`src/rtl/logic_unit_pipe.sv`:
```
// -----------------------------------------------------------------------------
// logic_unit_pipe
//
// Purpose:
//   Pipelined bitwise logic unit. An operation is evaluated at the moment it
//   is accepted, and its result is written into a 2-entry in-order output
//   buffer. Operands are never stored. The buffer drains through a
//   valid/ready handshake.
//
// Ports:
//   clk        in   1      sole clock, rising edge
//   rst_n      in   1      asynchronous assert, active-low reset
//   in_valid   in   1      upstream offers an operation
//   in_ready   out  1      registered; high while buffer occupancy < 2
//   a, b       in   WIDTH  operands
//   op         in   3      0 AND, 1 OR, 2 XOR, 3 NAND, 4 NOR, 5 XNOR,
//                          6 NOT A, 7 PASS A
//   out_valid  out  1      result present at buffer head
//   out_ready  in   1      downstream consumes the head
//   y          out  WIDTH  head result, 0 when the buffer is empty
//   y_all      out  1      AND-reduction of y
//   y_any      out  1      OR-reduction of y
//   op_count   out  16     pop counter, wraps; only with LOGIC_UNIT_STATS_EN
//
// Configuration:
//   `define LOGIC_UNIT_STATS_EN adds the op_count port and its counter.
// -----------------------------------------------------------------------------
module logic_unit_pipe #(
   parameter int WIDTH = 8
) (
   input  logic             clk,
   input  logic             rst_n,
   input  logic             in_valid,
   output logic             in_ready,
   input  logic [WIDTH-1:0] a,
   input  logic [WIDTH-1:0] b,
   input  logic [2:0]       op,
   output logic             out_valid,
   input  logic             out_ready,
   output logic [WIDTH-1:0] y,
   output logic             y_all,
   output logic             y_any
`ifdef LOGIC_UNIT_STATS_EN
   ,
   output logic [15:0]      op_count
`endif
);

   typedef enum logic [2:0] {
      OP_AND  = 3'd0,
      OP_OR   = 3'd1,
      OP_XOR  = 3'd2,
      OP_NAND = 3'd3,
      OP_NOR  = 3'd4,
      OP_XNOR = 3'd5,
      OP_NOTA = 3'd6,
      OP_PASS = 3'd7
   } op_e;

   logic [WIDTH-1:0] mem_q [2];
   logic             wr_ptr_q;
   logic             rd_ptr_q;
   logic [1:0]       count_q, count_d;
   logic             in_ready_q;
   logic [WIDTH-1:0] result_d;
   logic             push;
   logic             pop;

   assign push      = in_valid && in_ready_q;
   assign out_valid = (count_q != 2'd0);
   assign pop       = out_valid && out_ready;
   assign in_ready  = in_ready_q;

   // Result is formed from the live operands; only the result is buffered.
   // NOTE: every always_comb output gets a default first so no path through
   // the block leaves it unassigned, which would infer a latch.
   always_comb begin
      result_d = '0;
      case (op_e'(op))
         OP_AND:  result_d = a & b;
         OP_OR:   result_d = a | b;
         OP_XOR:  result_d = a ^ b;
         OP_NAND: result_d = ~(a & b);
         OP_NOR:  result_d = ~(a | b);
         OP_XNOR: result_d = ~(a ^ b);
         OP_NOTA: result_d = ~a;
         OP_PASS: result_d = a;
         default: result_d = '0;
      endcase
   end

   always_comb begin
      count_d = count_q;
      case ({push, pop})
         2'b10:   count_d = count_q + 2'd1;
         2'b01:   count_d = count_q - 2'd1;
         default: count_d = count_q;
      endcase
   end

   // in_ready is derived from next occupancy and registered, so it has no
   // combinational dependence on in_valid or out_ready. It is held low in
   // reset and rises on the first edge after release.
   // NOTE: sequential state uses non-blocking assignments so every register
   // samples pre-edge values regardless of process ordering.
   always_ff @(posedge clk or negedge rst_n) begin
      if (!rst_n) begin
         count_q    <= 2'd0;
         wr_ptr_q   <= 1'b0;
         rd_ptr_q   <= 1'b0;
         in_ready_q <= 1'b0;
      end else begin
         count_q    <= count_d;
         in_ready_q <= (count_d != 2'd2);
         if (push) wr_ptr_q <= ~wr_ptr_q;
         if (pop)  rd_ptr_q <= ~rd_ptr_q;
      end
   end

   // NOTE: the data entries are deliberately not reset; occupancy gates every
   // read, so stale contents can never reach y.
   always_ff @(posedge clk) begin
      if (push) mem_q[wr_ptr_q] <= result_d;
   end

   assign y     = out_valid ? mem_q[rd_ptr_q] : '0;
   assign y_all = out_valid && (&mem_q[rd_ptr_q]);
   assign y_any = out_valid && (|mem_q[rd_ptr_q]);

`ifdef LOGIC_UNIT_STATS_EN
   logic [15:0] op_count_q;

   always_ff @(posedge clk or negedge rst_n) begin
      if (!rst_n)   op_count_q <= 16'd0;
      else if (pop) op_count_q <= op_count_q + 16'd1;
   end

   assign op_count = op_count_q;
`endif

endmodule

```
`config.mk`:
```
export PLATFORM = sky130hd
export DESIGN_NAME = logic_unit_pipe
export DESIGN_NICKNAME = d
export VERILOG_FILES = /design/src/rtl/logic_unit_pipe.sv
export SDC_FILE = /design/constraint.sdc
export NUM_CORES = 1
export LEC_CHECK = 0
export BUFFER_PORTS_ARGS = -buffer_cell sky130_fd_sc_hd__buf_2
export CORE_ASPECT_RATIO = 2
export CORE_MARGIN = 1.5
export CORE_UTILIZATION = 40
export DETAILED_ROUTE_END_ITERATION = 8
export GPL_ROUTABILITY_DRIVEN = 0
export PLACE_DENSITY_LB_ADDON = 0.08
export SLEW_MARGIN = 10
export SYNTH_ARGS = -nofsm -noshare
export SYNTH_HDL_FRONTEND = slang
export SYNTH_SLANG_ARGS = --single-unit
```
`constraint.sdc`:
```
create_clock -name clk -period 3.2 [get_ports clk]
set_clock_uncertainty 0.2 [all_clocks]
set_input_delay 0.16 -clock clk [delete_from_list [all_inputs] [get_ports clk]]
set_output_delay 0.16 -clock clk [all_outputs]
set_load 0.1 [all_outputs]
```
==> flow_summary.ini, run 1 <==
[status]
status = complete, no violations

[floorplanning]
dieArea_sq_um = 4970
coreArea_sq_um = 4340
die-height_um = 98.2
boundaryPins = 35
die_x_um = 50.6
initial_core_util_pct = 41.8
row_count = 34

[timing]
whs_ps = 35.6
slew_headroom_pct = 47.8
hold_violations = 0
rsz0062_at_grt = false
drv_slew = 0
tightestPinTransition_ps = 780
fin_crit_sh_pct = 76.5
fmax_mhz = 408
setup_tns_ps = 0
fin_crit_ps = 2450
final-setup-viol-count = 0

[placement]
dp_hpwl_mm = 3.27
io_buffers = 34

[setup_path]
cp-startpoint = rd_ptr_q
critical-path-max-stage-delay_ps = 720
r2r_slack_ps = 890
worstReg2RegStart = count_q[0]
cp.arrival_ps = 2090
cp_slowest_cell = dfrtp_1
reg2regPathDepth = 6
cp-end-kind = output port
path_cells = or4b_1, o22ai_1, a21oi_1, buf_2
critPathKind = register to output port
reg2reg_to = in_ready
critPathLaunchType = register
required_ps = 2840
crit_fanout = 16

[clock_tree]
cts_resized = 0
clk_path_buf_depth = 2
cts.sink_count = 21
cts_buffers = 3
hold_buffers = 1
path_clk_slew_ps = 70
postCtsSetupBuffers = 0
clk_latency_ps = 250
cts_tree = done
cts_root_buf = clkbuf_8
cts.htree.levels = 1

[yosys]
synth_area_sq_um = 1810
synth_largest_area_cell = edfxtp_1
yosysSeqAreaShare_pct = 33.4
yosysWarnings = 0
synth.mux.area_fraction_pct = 6.84
yosys.area_share.simple_pct = 15.3
synth_top_family_by_area = compound AO/OA/AOI/OAI gates
synth_top_area_share_pct = 26.5
synthAdderAreaFrac_pct = 11.7
synth_cell_type_count = 35
synth_compound_area_share_pct = 20.4
synth.avg_cell_area_sq_um = 9.49
syn_inst = 191
synth_area_leaders = edfxtp_1, ha_1, dfrtp_1
synth_xor_area_share_pct = 2.42
synth_nets = 231
synth-seq-cells = 21

[finish]
multi_input_area_sq_um = 1030
mostFrequentLayoutCell = buf_2
fill_cells = 441
nets = 259
drive_above_1_share_pct = 20.2
diodes = 0
final_cell_mix = buf_2, inv_1, nor2_1, a21oi_1, ha_1
syn2layout_area_growth_pct = 11.6
seq_area_sq_um = 606

[drt]
dr.pass1.iters = 4
vias_per_cell = 5.77
antenna_left = 0
drtIter0Drc = 26
wl_per_cell_um = 15.1
drc = 0
wirelength_mm = 4.11
vias = 1570

[worst_hold_path]
hp-class = input pin to asynchronous set/reset pin

[pwr]
peakVddDrop_mv = 0.609
power_density_nw_per_um2 = 830
p_leak_uw = 0.000888

[global_route]
grt_start_max_net_pins = 30
grt_pass1_vias = 1628
grt_pass1_wl_mm = 6.81
overflow = 0
antenna_found_initial = 0
track_usage_pct = 17.5

[run]
cap_violations = 0
## registers in the layout, summed over array words and instances (netlist names)
signal / flops
in_ready: 1
count_q: 2
wr_ptr_q: 1
rd_ptr_q: 1
mem_q: 16
## layout make-up
cell class                 count  area share (%)
multi-input combinational    134            51.1
sequential                    21            30.0
timing repair buffer          35            8.91
inverter                      24            4.46
tap                           54            3.34
clock buffer                   4            2.23
## logic make-up (layout without fill, tap and decap cells)
group | after synthesis | count (layout)
xor+xnor | 5 | 5
simple gates | 52 | 52
mux | 11 | 11
flops | 21 | 21
compound gates | 49 | 49
buf+inv | 36 | 63
fa+ha+maj | 17 | 17
## power by group
part / internal (uW) / switching (uW)
sequential: 390 / 82.7
combinational: 223 / 818
clock: 88.5 / 76.8
## cells in the mapped netlist (all sizes together)
library cell,instances
or4b,1
nand3,1
nand4b,1
nor2b,1
nand2b,16
o32ai,7
or4,2
xnor2,3
o22a,7
a21oi,18
nor2,20
a2111oi,1
mux4,1
nor4,1
xor2,2
dfrtp,5
ha,17
mux2i,9
or2,2
buf,10
clkbuf,2
inv,24
mux2,1
nand4,1
and3,1
nand2,5
o22ai,8
o21ai,1
edfxtp,16
o32a,7
## worst max-delay path: cells and delay by family (launching register included)
kind                   cells  cell delay [ps]
and+or+nand+nor            1              500
AOI/OAI and AO/OA          2              280
DFF                        1              720
buffers and inverters      1              330
## metrics by stage
stage                     util, %  power (uW)  cells  instance area [sq um]  setup slack (ps)
after floorplan                 -        1360    191                   1820               239
after global placement       45.3        1490    267                   1970              1030
after detailed placement     45.3        1520    267                   1970               901
after CTS                    46.6        1690    272                   2020               753
after global routing         46.6        1760    272                   2020               618
final                        46.6        1680    272                   2020               752
## routing by layer
layer,global-route usage (%),vias up,wire (um)
li1,-,742,-
met1,16.4,742,1470
met2,34.5,73,2320
met3,1.68,13,198
met4,9.56,0,124
met5,0,-,0
## worst max-delay path by stage
stage,endpoint,depth (start not counted)
after floorplan,y_all,3
after global placement,in_ready,6
after detailed placement,in_ready,6
after CTS,y_any,4
after global routing,y_all,5
final,y_any,4
No activity file was read; power rests on OpenSTA's default activity.
==> run 2: changes to the inputs <==
==> constraint.sdc (replaced) <==
create_clock -name clk -period 2 [get_ports clk]
set_clock_uncertainty 0.2 [all_clocks]
set_input_delay 0.1 -clock clk [delete_from_list [all_inputs] [get_ports clk]]
set_output_delay 0.1 -clock clk [all_outputs]
set_load 0.1 [all_outputs]
==> run 2 against run 1 <==
Compared with the run above:
- count of clock-buffer cells in the layout is the same
- total power is 72% higher
- combinational power rose by 81%
- via count down 0.19%
- register-to-register slack got worse by 580 ps
- worst setup slack got worse by 720 ps
- core utilization is 3.5 points higher
- first-iteration DRC count grew 42%
- critical path depth unchanged
- cell area grew 7.5%
- flip-flop and latch count is the same
- sequential share of layout area fell by 2.0 points
- largest cell class unchanged
==> flow_summary.ini, run 2 (synthesis gave the netlist of run 1 again) <==
[status]
status = complete, no violations

[clock_tree]
cts.htree.levels = 1
cts_root_buf = clkbuf_8
clk_latency_ps = 260
cts_buffers = 3
cts.sink_count = 21
path_clk_slew_ps = 70
cts_tree = done
clk_path_buf_depth = 2

[setup_path]
crit_path_end = y_any
reg2regPathDepth = 6
crit_fanout = 2
r2r_slack_ps = 310
worstReg2RegStart = count_q[0]
required_ps = 1700
cp-end-kind = output port
reg2reg_to = in_ready
critPathLaunchType = register
cp.arrival_ps = 1670
critPathKind = register to output port
cp-startpoint = mem_q[1][5]

[pwr]
pwr-share-clk_pct = 9.3
pwr-share-comb_pct = 65.3
power_density_nw_per_um2 = 1330
peakVddDrop_mv = 1.20
intPower_uw = 1270
power_frac_seq_pct = 25.4
p_leak_uw = 0.000952
swShare_pct = 56.1
p_sw_uw = 1620

[timing]
hold_violations = 0
final-setup-viol-count = 0
drv_slew = 0
fin_ws_ps = 32.9
fmax_mhz = 508
tightestPinTransition_ps = 493
fin_crit_ps = 1970
fin_crit_sh_pct = 98.4
setup_tns_ps = 0
slew_headroom_pct = 67.4

[finish]
mostFrequentLayoutCell = buf_2
largest_register_ffs = 16
top_regs = mem_q (16), count_q (2)
regMostFlops = mem_q
final_cell_mix = buf_2, inv_1, nor2_1, a21oi_1, ha_1
diodes = 0
syn2layout_area_growth_pct = 20.0
nets = 269
finish.utilization_pct = 50.1
drive_above_1_share_pct = 25.4

[drt]
dr.pass1.iters = 4
vias_per_cell = 5.56
drtIter0Drc = 37
vias = 1567
wl_per_cell_um = 14.6
wirelength_mm = 4.11
antenna_left = 0
drc = 0

[placement]
place_ws_ps = 221
io_buffers = 34
dp_hpwl_mm = 3.29

[worst_hold_path]
hp-class = input pin to register
hold_path_depth = 3

[floorplanning]
row_count = 34
dieArea_sq_um = 4970
die_x_um = 50.6
boundaryPins = 35
initial_core_util_pct = 41.8
die-height_um = 98.2
coreArea_sq_um = 4340

[global_route]
grt_start_max_net_pins = 23
overflow = 0
antenna_found_initial = 0
grt_pass1_wl_mm = 6.85
grt_pass1_vias = 1578
track_usage_pct = 17.5

[run]
cap_violations = 0
==> run 2: what timing repair did <==
item | 4_1_cts | 5_1_grt
gates resized for setup | 2 | 6
hold endpoints to repair | 6 | 0
hold buffers | 3 | 0
setup buffers | 0 | 3
pin swaps | 0 | 1
cloned | 0 | 0
endpoints found under the setup margin | 1 | 3
==> run 2: area by class of cell <==
class	instances	area (sq um)
well taps	54	67.6
flip-flops and latches	21	608
multi-input cells	134	1060
inverters	24	90.1
fillers	432	2160
clock buffers	4	45.0
repair buffers	45	300
==> run 2: how the worst min path moves through the flow <==
stage / start / to
3_3_place_gp: rst_n / count_q[0]
5_1_grt: out_ready / rd_ptr_q
6_report: out_ready / rd_ptr_q
3_5_place_dp: rst_n / count_q[0]
4_1_cts: out_ready / rd_ptr_q
2_1_floorplan: rst_n / count_q[0]
==> run 2: critical path, cell delays in order, from the launching register on <==
cell	delay, ps
edfxtp_1	420
or4b_1	550
o22ai_2	160
a21oi_1	100
buf_6	190
==> run 2: metal layers <==
layer	share of wire [%]	GRT usage [%]	up-vias
li1	-	-	762
met1	36	17.3	727
met2	56	33.2	64
met3	3.9	1.68	14
met4	3.4	10.8	0
met5	0	0	-
==> run 2: metrics by stage <==
stage	cell area [sq um]	total power [uW]	cells	hold WS, ps
finish	2170	2890	282	28.8
detailed placement	2050	2540	272	-278
floorplan	1830	2190	191	-396
CTS	2130	2830	279	40.2
global placement	2050	2500	272	-283
global route	2170	3020	282	73.6
==> run 2: power by group through the flow <==
stage	Clock, uW	Sequential [uW]	Combinational [uW]
2_1_floorplan	0	757	1430
3_3_place_gp	0	727	1780
3_5_place_dp	0	734	1800
4_1_cts	278	724	1830
5_1_grt	291	747	1980
6_report	269	733	1880
